$ cat config.mk
export PLATFORM = sky130hd
export DESIGN_NAME = bsearch_probe
export DESIGN_NICKNAME = d
export VERILOG_FILES = /design/src/rtl/bsearch_probe.sv
export SDC_FILE = /design/constraint.sdc
export NUM_CORES = 1
export LEC_CHECK = 0
export CORE_ASPECT_RATIO = 2
export CORE_MARGIN = 1.5
export CORE_UTILIZATION = 30
export CTS_CLUSTER_DIAMETER = 80
export DETAILED_ROUTE_END_ITERATION = 16
export PLACE_DENSITY = 0.44
export SETUP_SLACK_MARGIN = 0.1
export SYNTH_ARGS = -nofsm -noshare
export SYNTH_HDL_FRONTEND = slang
export SYNTH_SLANG_ARGS = --single-unit
$ cat constraint.sdc
create_clock -name clk -period 6.32 [get_ports clk]
set_input_delay 1.264 -clock clk [delete_from_list [all_inputs] [get_ports clk]]
set_output_delay 1.264 -clock clk [all_outputs]
set_load 0.02 [all_outputs]
$ cat src/rtl/bsearch_probe.sv
// Binary-search driver for a magnitude comparator: drives probe onto A and narrows in on the hidden B.
// Optional probe counter output enabled by defining BSEARCH_PROBE_CNT_EN.
module bsearch_probe #(
  parameter int unsigned WIDTH  = 16,
  parameter int unsigned SETTLE = 0
) (
  input  logic             clk,
  input  logic             rst,
  input  logic             start,
  output logic [WIDTH-1:0] probe,
  input  logic             lt,
  input  logic             eq,
  input  logic             gt,
  output logic             busy,
  output logic             done,
  output logic             found,
  output logic             err,
  output logic [WIDTH-1:0] result
`ifdef BSEARCH_PROBE_CNT_EN
  ,
  output logic [$clog2(WIDTH+2)-1:0] probe_cnt
`endif
);

  localparam int unsigned SCW = (SETTLE > 0) ? $clog2(SETTLE + 1) : 1;
  localparam logic [WIDTH-1:0] PROBE0 = {1'b0, {(WIDTH-1){1'b1}}};

  typedef enum logic [1:0] {IDLE, WAIT, SAMPLE} state_t;

  // Where a freshly driven probe goes: straight to sampling for a combinational comparator.
  localparam state_t FIRST = (SETTLE > 0) ? WAIT : SAMPLE;

  state_t           state;
  logic [WIDTH-1:0] lo;
  logic [WIDTH-1:0] hi;
  logic [SCW-1:0]   settle_cnt;

  logic             onehot_c;
  logic             hit_c;
  logic             fault_c;
  logic             stop_c;
  logic [WIDTH-1:0] new_lo_c;
  logic [WIDTH-1:0] new_hi_c;
  logic [WIDTH-1:0] mid_c;

  // Flag decode and next probe from the bounds updated in this same cycle.
  always_comb begin
    onehot_c = 1'b0;
    hit_c    = 1'b0;
    fault_c  = 1'b0;
    new_lo_c = lo;
    new_hi_c = hi;
    mid_c    = '0;
    onehot_c = ({lt, eq, gt} == 3'b100) || ({lt, eq, gt} == 3'b010) || ({lt, eq, gt} == 3'b001);
    hit_c    = onehot_c && eq;
    fault_c  = !onehot_c || (lt && (probe == hi)) || (gt && (probe == lo));
    if (lt) new_lo_c = probe + WIDTH'(1);
    if (gt) new_hi_c = probe - WIDTH'(1);
    mid_c    = new_lo_c + ((new_hi_c - new_lo_c) >> 1);
  end

  assign stop_c = hit_c || fault_c;

  always_ff @(posedge clk) begin
    if (rst) begin
      state      <= IDLE;
      lo         <= '0;
      hi         <= '1;
      settle_cnt <= '0;
      probe      <= '0;
      busy       <= 1'b0;
      done       <= 1'b0;
      found      <= 1'b0;
      err        <= 1'b0;
      result     <= '0;
`ifdef BSEARCH_PROBE_CNT_EN
      probe_cnt  <= '0;
`endif
    end else begin
      done <= 1'b0;
      case (state)
        IDLE: begin
          if (start) begin
            lo         <= '0;
            hi         <= '1;
            probe      <= PROBE0;
            busy       <= 1'b1;
            found      <= 1'b0;
            err        <= 1'b0;
            settle_cnt <= SCW'(SETTLE);
            state      <= FIRST;
`ifdef BSEARCH_PROBE_CNT_EN
            probe_cnt  <= '0;
`endif
          end
        end
        WAIT: begin
          settle_cnt <= settle_cnt - SCW'(1);
          if (settle_cnt <= SCW'(1)) state <= SAMPLE;
        end
        SAMPLE: begin
`ifdef BSEARCH_PROBE_CNT_EN
          probe_cnt <= probe_cnt + ($clog2(WIDTH+2))'(1);
`endif
          if (stop_c) begin
            result <= probe;
            found  <= hit_c;
            err    <= fault_c;
            done   <= 1'b1;
            busy   <= 1'b0;
            state  <= IDLE;
          end else begin
            lo         <= new_lo_c;
            hi         <= new_hi_c;
            probe      <= mid_c;
            settle_cnt <= SCW'(SETTLE);
            state      <= FIRST;
          end
        end
        default: state <= IDLE;
      endcase
    end
  end

endmodule

# [After elaboration in Yosys (flattened, before gate mapping)]
# Index checks and enable logic that the tools add are counted.
[op_classes] n_addsub=5 n_mul=0 div_mod_pow=0 magnitude_cmp=1 n_eq_ne=11 n_shift=0 n_mux=26 n_bitwise=1 reduce_logical=18
[ops] cell="16-bit 2-to-1 mux" count=8
[ops] cell="16-bit one-hot mux with 2 select lines" count=3
[ops] cell="16-bit == test" count=2
[ops] cell="16-bit by 1-bit adder with 16-bit output (second input constant)" count=1
[ops] cell="16-bit by 15-bit adder with 16-bit output" count=1
[ops] cell="16-bit by 1-bit subtractor with 16-bit output (second input constant)" count=1
[ops] cell="16-bit subtractor" count=1
[ops] cell="3-bit AND reduction" count=3
[ops] cell="2-bit inequality test (second input constant)" count=4
[ops] cell="1-bit 2-to-1 mux" count=7
[ops] cell="2-bit 2-to-1 mux" count=3
[ops] cell="1-bit one-hot mux with 2 select lines" count=3
[ops] cell="2-bit one-hot mux with 3 select lines" count=1
[ops] cell="1-bit logical OR" count=5
[ops] cell="2-bit AND reduction" count=2
[ops] cell="3-bit by 1-bit == test with 1-bit output (second input constant)" count=1
[ops] cell="3-bit by 2-bit == test with 1-bit output (second input constant)" count=1
[ops] cell="3-bit == test (second input constant)" count=1
[ops] cell="1-bit logical AND" count=3
[ops] cell="1-bit one-hot mux with 3 select lines" count=1
[ops] cell="3-bit nonzero test" count=1
[ops] cell="2-bit by 1-bit == test with 1-bit output (second input constant)" count=1
[ops] cell="2-bit == test (second input constant)" count=1
[ops] cell="2-bit zero test" count=1
[ops] cell="other kinds (6)" count=6
[word_totals] ff_bits=71 latchBits=0 ramBits=0 romBits=0 out_inout_bits=36 n_memories=0

# [Depth between registers and ports, before layout]
# Gate-level depths: netlist of run 1.
[depth] word_depth=9 mapped_depth=23

# [Worst setup path after synthesis of run 1]
# No wires, ideal clock.
[synth_path] path_kind="input-to-reg" from="in gt" to="reg probe[15]" setup_time_ns=0.070 arrival_ns=5.509 required_time_ns=6.250 setup_slack_ns=0.741 stages=21 path_cell_list="clkbuf_1 clkbuf_1 clkbuf_1 nor2_1 a21oi_1 ha_1 nor2b_1 o21a_1 o21ai_0 o211ai_2 a311oi_1 or2_1 xnor2_1 ha_1 a21boi_0 a2111oi_0 nor3_1 o31ai_1 xnor2_1 nand2_1 a21oi_1"
[synth_via] elab_chain_len=9 word_cells_on_any_way=18 classes_between="add/sub: 2; eq/ne: 4; mux: 3; reduce/logical: 9"
[synth_rtl] element="from (decl)" line_no="13" source="input logic gt,"
[synth_rtl] element="branches (longest 9 deep; another with 16-bit subtractor)"
[synth_rtl] element="to (signal assigned)" line_no="115" source="probe <= mid_c;"
[synth_rtl] element="to (decl)" line_no="10" source="output logic [WIDTH-1:0] probe,"
# Parallel ways; which one is timed is not known. The select of a mux whose other input is x is not followed.
# A chain may end at the register's enable or synchronous reset.

# [Worst setup path in the final report of run 1]
# Same ends and word-level chain as after synthesis.

==> results.py, run 1 <==
metrics = {
    "run_status": {
        "status": "completed",
    },
    "clock_tree": {
        "htreeDepth": 3,
        "cts_tree": "yes",
        "clock-sinks": 69,
        "worstSkewPairLatency_ns": 0.35,
        "clk_root_buffer_cell": "clkbuf_16",
        "postCtsHoldBufs": 0,
        "cts_buffers": 9,
        "cts.clk_slew.worst_paths_ns": 0.06,
        "cts_buffer_depth": 2,
    },
    "floorplan": {
        "die_h_um": 190,
        "fp.dieW_um": 96.3,
        "start_util_pct": 30.4,
        "core-area_um2": 17200,
        "io_pins": 42,
        "die-area_um2": 18200,
        "rows": 68,
    },
    "worst_setup_path": {
        "required_ns": 6.59,
        "worstPathMaxFanout": 9,
        "worst-path-stages": 21,
        "cpMaxStageDelayCell": "clkdlybuf4s50_1",
        "cp_top_family": "compound AO/OA/AOI/OAI gates",
        "critPathBufInv": 3,
        "startpoint_type": "input port",
        "crit_chain": "clkdlybuf4s50_1, buf_4, nand2b_1, and3_1, fa_1, nor2b_1, o21a_1, o21ai_0, o211ai_2, a311oi_1, or2_1, xnor2_1, ha_1, a21boi_0, a2111oi_1, buf_4, nor3_1, o31ai_1, xnor2_1, nand2_1, a21oi_1",
        "cpPeakStageDelay_ns": 0.59,
        "worstPathArrival_ns": 5.86,
        "rr_worst_depth": 20,
        "criticalPathCategory": "in -> reg",
        "end_kind": "register",
    },
    "drt": {
        "drt_iter0_drc": 251,
        "wire_per_inst_um": 18.4,
        "drc": 0,
        "totalWireLength_um": 16800,
        "antenna_left": 0,
        "vias": 4924,
        "dr.pass1.iters": 5,
        "detail_route.vias_per_cell": 5.39,
    },
    "sta": {
        "hold_violations": 0,
        "max_freq_mhz": 179,
        "tightestPinTransition_ns": 1.08,
        "clock_skew_ns": 0.00939,
        "setup_viol": 0,
        "timing.hold.ws_ns": 0.491,
        "rsz0062_at_grt": "no",
        "fin_crit_sh_pct": 88.4,
        "fin_ws_ns": 0.731,
        "relSlewSlack_pct": 27.9,
        "setup_tns_ns": 0,
        "fin_crit_ns": 5.59,
        "drv_slew": 0,
    },
    "logic_synthesis": {
        "yosysTopAreaCellShare_pct": 26.5,
        "syn_nets": 724,
        "yosysTopAreaCell": "dfxtp_1",
        "synth_area_um2": 5220,
        "ys.flop_type": "dfxtp_1",
        "synth.most_common_cell": "nor2_1",
        "synth_edf_count": 0,
        "synth_common_cells": "97 x nor2_1, 69 x dfxtp_1, 55 x xor2_1",
        "ys_seq_elements": 69,
        "syn_inst": 687,
        "yosys-top-cells-area": "dfxtp_1 26%, xor2_1 9.2%, nor2_1 7.0%",
        "ys_async_sr_fraction_pct": 0,
        "yosysSeqAreaShare_pct": 26.5,
        "avgSynthCellArea_um2": 7.60,
        "yosys_warnings": 0,
        "yosysUniqueCellTypes": 58,
    },
    "job": {
        "maxCapViolCount": 0,
    },
    "grt": {
        "grt_pass1_wl_um": 26300,
        "grt_pass1_vias": 4985,
        "antenna_found_initial": 0,
        "grt_overflow": 0,
        "grtUsageTotal_pct": 19.4,
        "grt_max_degree": 70,
    },
    "final_layout": {
        "areaGrowthSynthToFinish_pct": 15.9,
        "fillers": 1818,
        "instances_no_fill": 914,
        "nNetsFinal": 736,
        "antenna_cells": 0,
        "layout-drive-gt1-share_pct": 7.10,
    },
    "pwr": {
        "finalPower_mw": 1.66,
        "p_per_area_nw_per_um2": 274,
        "intPower_mw": 1.02,
        "p_leak_nw": 2.47,
        "clkPwrFrac_pct": 29.5,
        "pwr-share-seq_pct": 30.7,
        "pwr-share-comb_pct": 39.8,
        "p_switching_mw": 0.638,
        "ir_drop_v": 0.000101,
        "swShare_pct": 38.4,
    },
    "placed_design": {
        "gp_congestion": 0.826,
        "place_ws_ns": 0.179,
        "io_buffers": 41,
        "dp_cells": 898,
        "place_hpwl_um": 12200,
    },
    "hold_path": {
        "hp-class": "reg -> reg",
        "holdPathStages": 2,
    },
}
-- layout make-up --
cell class,count,area (um^2),share of cell area [%]
multi-input cells,540,3540,58.4
clock buffers,12,256,4.24
inverters,27,101,1.67
well taps,210,263,4.34
flip-flops and latches,69,1380,22.8
repair buffers,52,490,8.10
clock inverters,4,22.5,0.372
-- state kept, by name, summed over array words and instances (netlist names) --
register / cells
done: 1
hi: 16
found: 1
state: 1
probe: 16
busy: 1
err: 1
lo: 16
result: 16
-- cells by family after synthesis --
family	count (synthesis)	synth area share (%)
buffers and inverters	78	5.97
multiplexers	16	3.07
flip-flops	69	26.5
AO/OA/AOI/OAI	157	20.2
adder cells (fa/ha/maj)	31	7.72
AND/OR/NAND/NOR	256	23.2
XOR/XNOR	80	13.4
-- metal layers --
layer  part of all wire, %  vias to the layer above  track usage [%]
met5                     0                        -                0
met4                   5.4                        0             12.9
met3                   2.8                       42             2.48
met2                    51                      108             33.4
met1                    40                     2339             21.5
li1                      -                     2435                -
-- power groups by stage --
stage	Sequential (mW)	Combinational [mW]	Clock [mW]
after global placement	0.521	0.653	0
final	0.510	0.660	0.490
after CTS	0.511	0.664	0.503
after global routing	0.516	0.731	0.515
after floorplan	0.498	0.496	0
after detailed placement	0.521	0.658	0
-- what timing repair did --
action	CTS	global route
resized for setup	0	2
setup endpoints to repair	0	1
setup buffers	0	0
hold endpoints to repair	0	0
-- layout by cell type, fill, tap and decap left out, types with 3 or more instances in the layout --
cell type and n:
nand3_1 12, or4_1 4, nor4_1 12, or3_1 7, o21ai_0 17, xnor2_1 25, nor2b_1 5, nor3_1 41
clkinv_2 3, o21bai_1 13, o21a_1 5, xor2_1 55, a31o_2 3, mux2i_1 16, ha_1 29, nand2b_1 8
a21oi_1 48, nor2_1 97, nand2_1 39, nand4_1 7, dfxtp_1 69, o31ai_1 7, a31oi_1 17, inv_1 26
buf_4 11, a211oi_1 16, or2_2 10, clkdlybuf4s50_1 39, clkbuf_16 9, and3_1 5, a311oi_1 3, a21o_1 4
-- stage by stage --
step           util [%]  cell area, um^2
4_1_cts            35.2             6050
6_report           35.2             6050
2_1_floorplan         -             5220
5_1_grt            35.2             6050
3_5_place_dp       33.6             5770
3_3_place_gp       33.6             5770
-- path summary, 6_finish.rpt --
path	start	to	slack [ns]
worst max-delay path	gt	probe[15]$_SDFFE_PP0P_	0.73
worst min-delay path	result[11]$_SDFFE_PP0P_	result[11]$_SDFFE_PP0P_	0.49
worst max register to register	probe[1]$_SDFFE_PP0P_	probe[15]$_SDFFE_PP0P_	1.05
worst min register to register	result[11]$_SDFFE_PP0P_	result[11]$_SDFFE_PP0P_	0.49
-- worst register-to-register path, cell delays in order, from the launching register on --
cell,delay (ns)
dfxtp_1,0.45
inv_1,0.17
ha_1,0.23
nor3b_1,0.61
xnor2_1,0.14
a21oi_1,0.32
ha_1,0.34
o21ai_0,0.12
o211ai_2,0.14
a311oi_1,0.46
or2_1,0.20
xnor2_1,0.12
ha_1,0.29
a21boi_0,0.17
a2111oi_1,0.47
buf_4,0.19
nor3_1,0.07
o31ai_1,0.32
xnor2_1,0.16
nand2_1,0.07
a21oi_1,0.17
Note: power is estimated with default switching activity, not from simulation.
==> inputs of run 2 (changes only) <==
- PLACE_DENSITY: 0.44 -> 0.45
- clock period: 6.32 -> 4.6 ns (I/O delays scaled with it)
==> run 2 against run 1 <==
Worst hold slack worse by 0.0031 ns. Power up 74%. Global-route usage up 0.90 points. Worst setup slack worse by 0.44 ns. Clock skew down 0.0022 ns. Design area up 21%. Die area unchanged. First-iteration DRC count down 3.2%. Non-clock buffer count up 115. Flip-flop and latch count unchanged.
==> results.py, run 2 (synthesis results as in run 1) <==
metrics = {
    "pwr": {
        "p_per_area_nw_per_um2": 396,
        "finalPower_mw": 2.89,
        "p_leak_nw": 3.11,
        "ir_drop_v": 0.000174,
    },
    "final_layout": {
        "areaGrowthSynthToFinish_pct": 39.9,
        "antenna_cells": 0,
        "mostFrequentLayoutCells": "123 x buf_4, 95 x nor2_1, 67 x dfxtp_1",
        "fillers": 1789,
        "nNetsFinal": 851,
        "layout_commonest_cell": "buf_4",
        "instances_no_fill": 1029,
        "layout-drive-gt1-share_pct": 26.5,
    },
    "worst_setup_path": {
        "worstPathArrival_ns": 4.59,
        "startpoint_type": "register",
        "criticalPathCategory": "reg -> reg",
        "crit_chain": "buf_4, or4_4, buf_6, or4_1, a31o_2, inv_1, ha_1, nand2_1, o311ai_4, a31o_1, a21oi_2, xnor2_1, ha_1, or3_1, o31ai_2, xnor2_1, nand2_1, a21oi_1",
        "end_kind": "register",
        "worstPathMaxFanout": 8,
        "required_ns": 4.88,
        "cpMaxStageDelayCell": "or4_4",
        "cpPeakStageDelay_ns": 0.55,
    },
    "sta": {
        "setup_viol": 0,
        "tightestPinTransition_ns": 1.05,
        "drv_slew": 0,
        "max_freq_mhz": 232,
        "fin_crit_ns": 4.31,
        "timing.hold.ws_ns": 0.488,
        "clock_skew_ns": 0.00723,
        "relSlewSlack_pct": 30.2,
        "hold_violations": 0,
        "rsz0062_at_grt": "no",
        "fin_crit_sh_pct": 93.7,
    },
    "grt": {
        "grtUsageTotal_pct": 20.3,
        "antenna_found_initial": 0,
        "grt_max_degree": 38,
        "grt_pass1_vias": 5365,
        "grt_pass1_wl_um": 27700,
        "grt_overflow": 0,
    },
    "placed_design": {
        "io_buffers": 41,
        "place_hpwl_um": 13600,
        "dp_cells": 1009,
        "gp_congestion": 0.844,
    },
    "drt": {
        "dr.pass1.iters": 5,
        "drt_iter0_drc": 243,
        "drc": 0,
        "antenna_left": 0,
        "vias": 5349,
        "detail_route.vias_per_cell": 5.20,
        "wire_per_inst_um": 17.3,
        "totalWireLength_um": 17900,
    },
    "job": {
        "maxCapViolCount": 0,
    },
    "run_status": {
        "status": "completed",
    },
    "floorplan": {
        "die_h_um": 190,
        "die-area_um2": 18200,
        "io_pins": 42,
        "rows": 68,
        "fp.dieW_um": 96.3,
        "start_util_pct": 30.4,
        "core-area_um2": 17200,
    },
    "clock_tree": {
        "cts_buffer_depth": 2,
        "clock-sinks": 69,
        "cts_buffers": 9,
        "htreeDepth": 3,
        "worstSkewPairLatency_ns": 0.35,
        "cts.clk_slew.worst_paths_ns": 0.06,
        "cts_tree": "yes",
        "clk_root_buffer_cell": "clkbuf_16",
    },
    "hold_path": {
        "hp-class": "reg -> reg",
    },
}
==> run 2: cell count changes in the layout (fill, tap and decap cells not counted), moves of 3 or more <==
cell	previous run	this run
a21oi_2	0	10
ha_1	29	26
buf_4	11	123
a21oi_1	48	37
o21ai_2	0	5
o21ai_0	17	11
bufinv_16	0	4
==> run 2: report_power, final <==
part,total (mW),internal (mW),switching (mW)
logic,1.34,0.667,0.668
registers,0.676,0.625,0.0516
clock network,0.878,0.599,0.279
==> run 2: final timing paths <==
path / startpoint / to / slack [ns] / cells past startpoint
max: probe[1]$_SDFFE_PP0P_ / probe[15]$_SDFFE_PP0P_ / 0.29 / 18
min: result[3]$_SDFFE_PP0P_ / result[3]$_SDFFE_PP0P_ / 0.49 / 2
min reg2reg: result[3]$_SDFFE_PP0P_ / result[3]$_SDFFE_PP0P_ / 0.49 / 2
max reg2reg: probe[1]$_SDFFE_PP0P_ / probe[15]$_SDFFE_PP0P_ / 0.29 / 18
==> run 2: per-layer routing <==
layer	vias to the layer above	global-route usage, %	routed length, um
li1	2668	-	-
met1	2558	21.7	7070
met2	90	36.6	9700
met3	33	2.76	448
met4	0	11.8	635
met5	-	0	0
==> run 2: layout make-up <==
type | count | area (um^2) | share of cell area [%]
Multi-Input combinational cell | 540 | 3820 | 52.3
Sequential cell | 69 | 1380 | 18.9
Timing Repair Buffer | 167 | 1360 | 18.7
Tap cell | 210 | 263 | 3.60
Clock buffer | 10 | 239 | 3.27
Clock inverter | 6 | 134 | 1.83
Inverter | 27 | 101 | 1.39
==> run 2: timing repair <==
action | in CTS | in global routing
endpoints found under the setup margin | 7 | 7
cloned | 0 | 0
pin swaps | 6 | 23
setup buffers | 0 | 4
gates resized for setup | 19 | 51
hold buffers | 0 | 0
==> run 2: per-stage QoR <==
| stage | setup WS (ns) | cell area [um^2] | TNS [ns] | utilization [%] |
|---|---|---|---|---|
| 2_1_floorplan | 0.101 | 5280 | 0 | - |
| 3_3_place_gp | -0.781 | 6630 | -4.63 | 38.6 |
| 3_5_place_dp | -0.793 | 6630 | -4.74 | 38.6 |
| 4_1_cts | 0.0875 | 7050 | 0 | 41.0 |
| 5_1_grt | 0.0719 | 7300 | 0 | 42.5 |
| 6_report | 0.290 | 7300 | 0 | 42.5 |
==> run 2: critical path: cells and delay by family, from the launching register on <==
| kind | cells | cell delay, ns |
|---|---|---|
| compound gates | 6 | 1.31 |
| xor+xnor | 2 | 0.27 |
| fa+ha+maj | 2 | 0.34 |
| buf+inv | 3 | 0.41 |
| flops | 1 | 0.35 |
| simple gates | 5 | 1.57 |
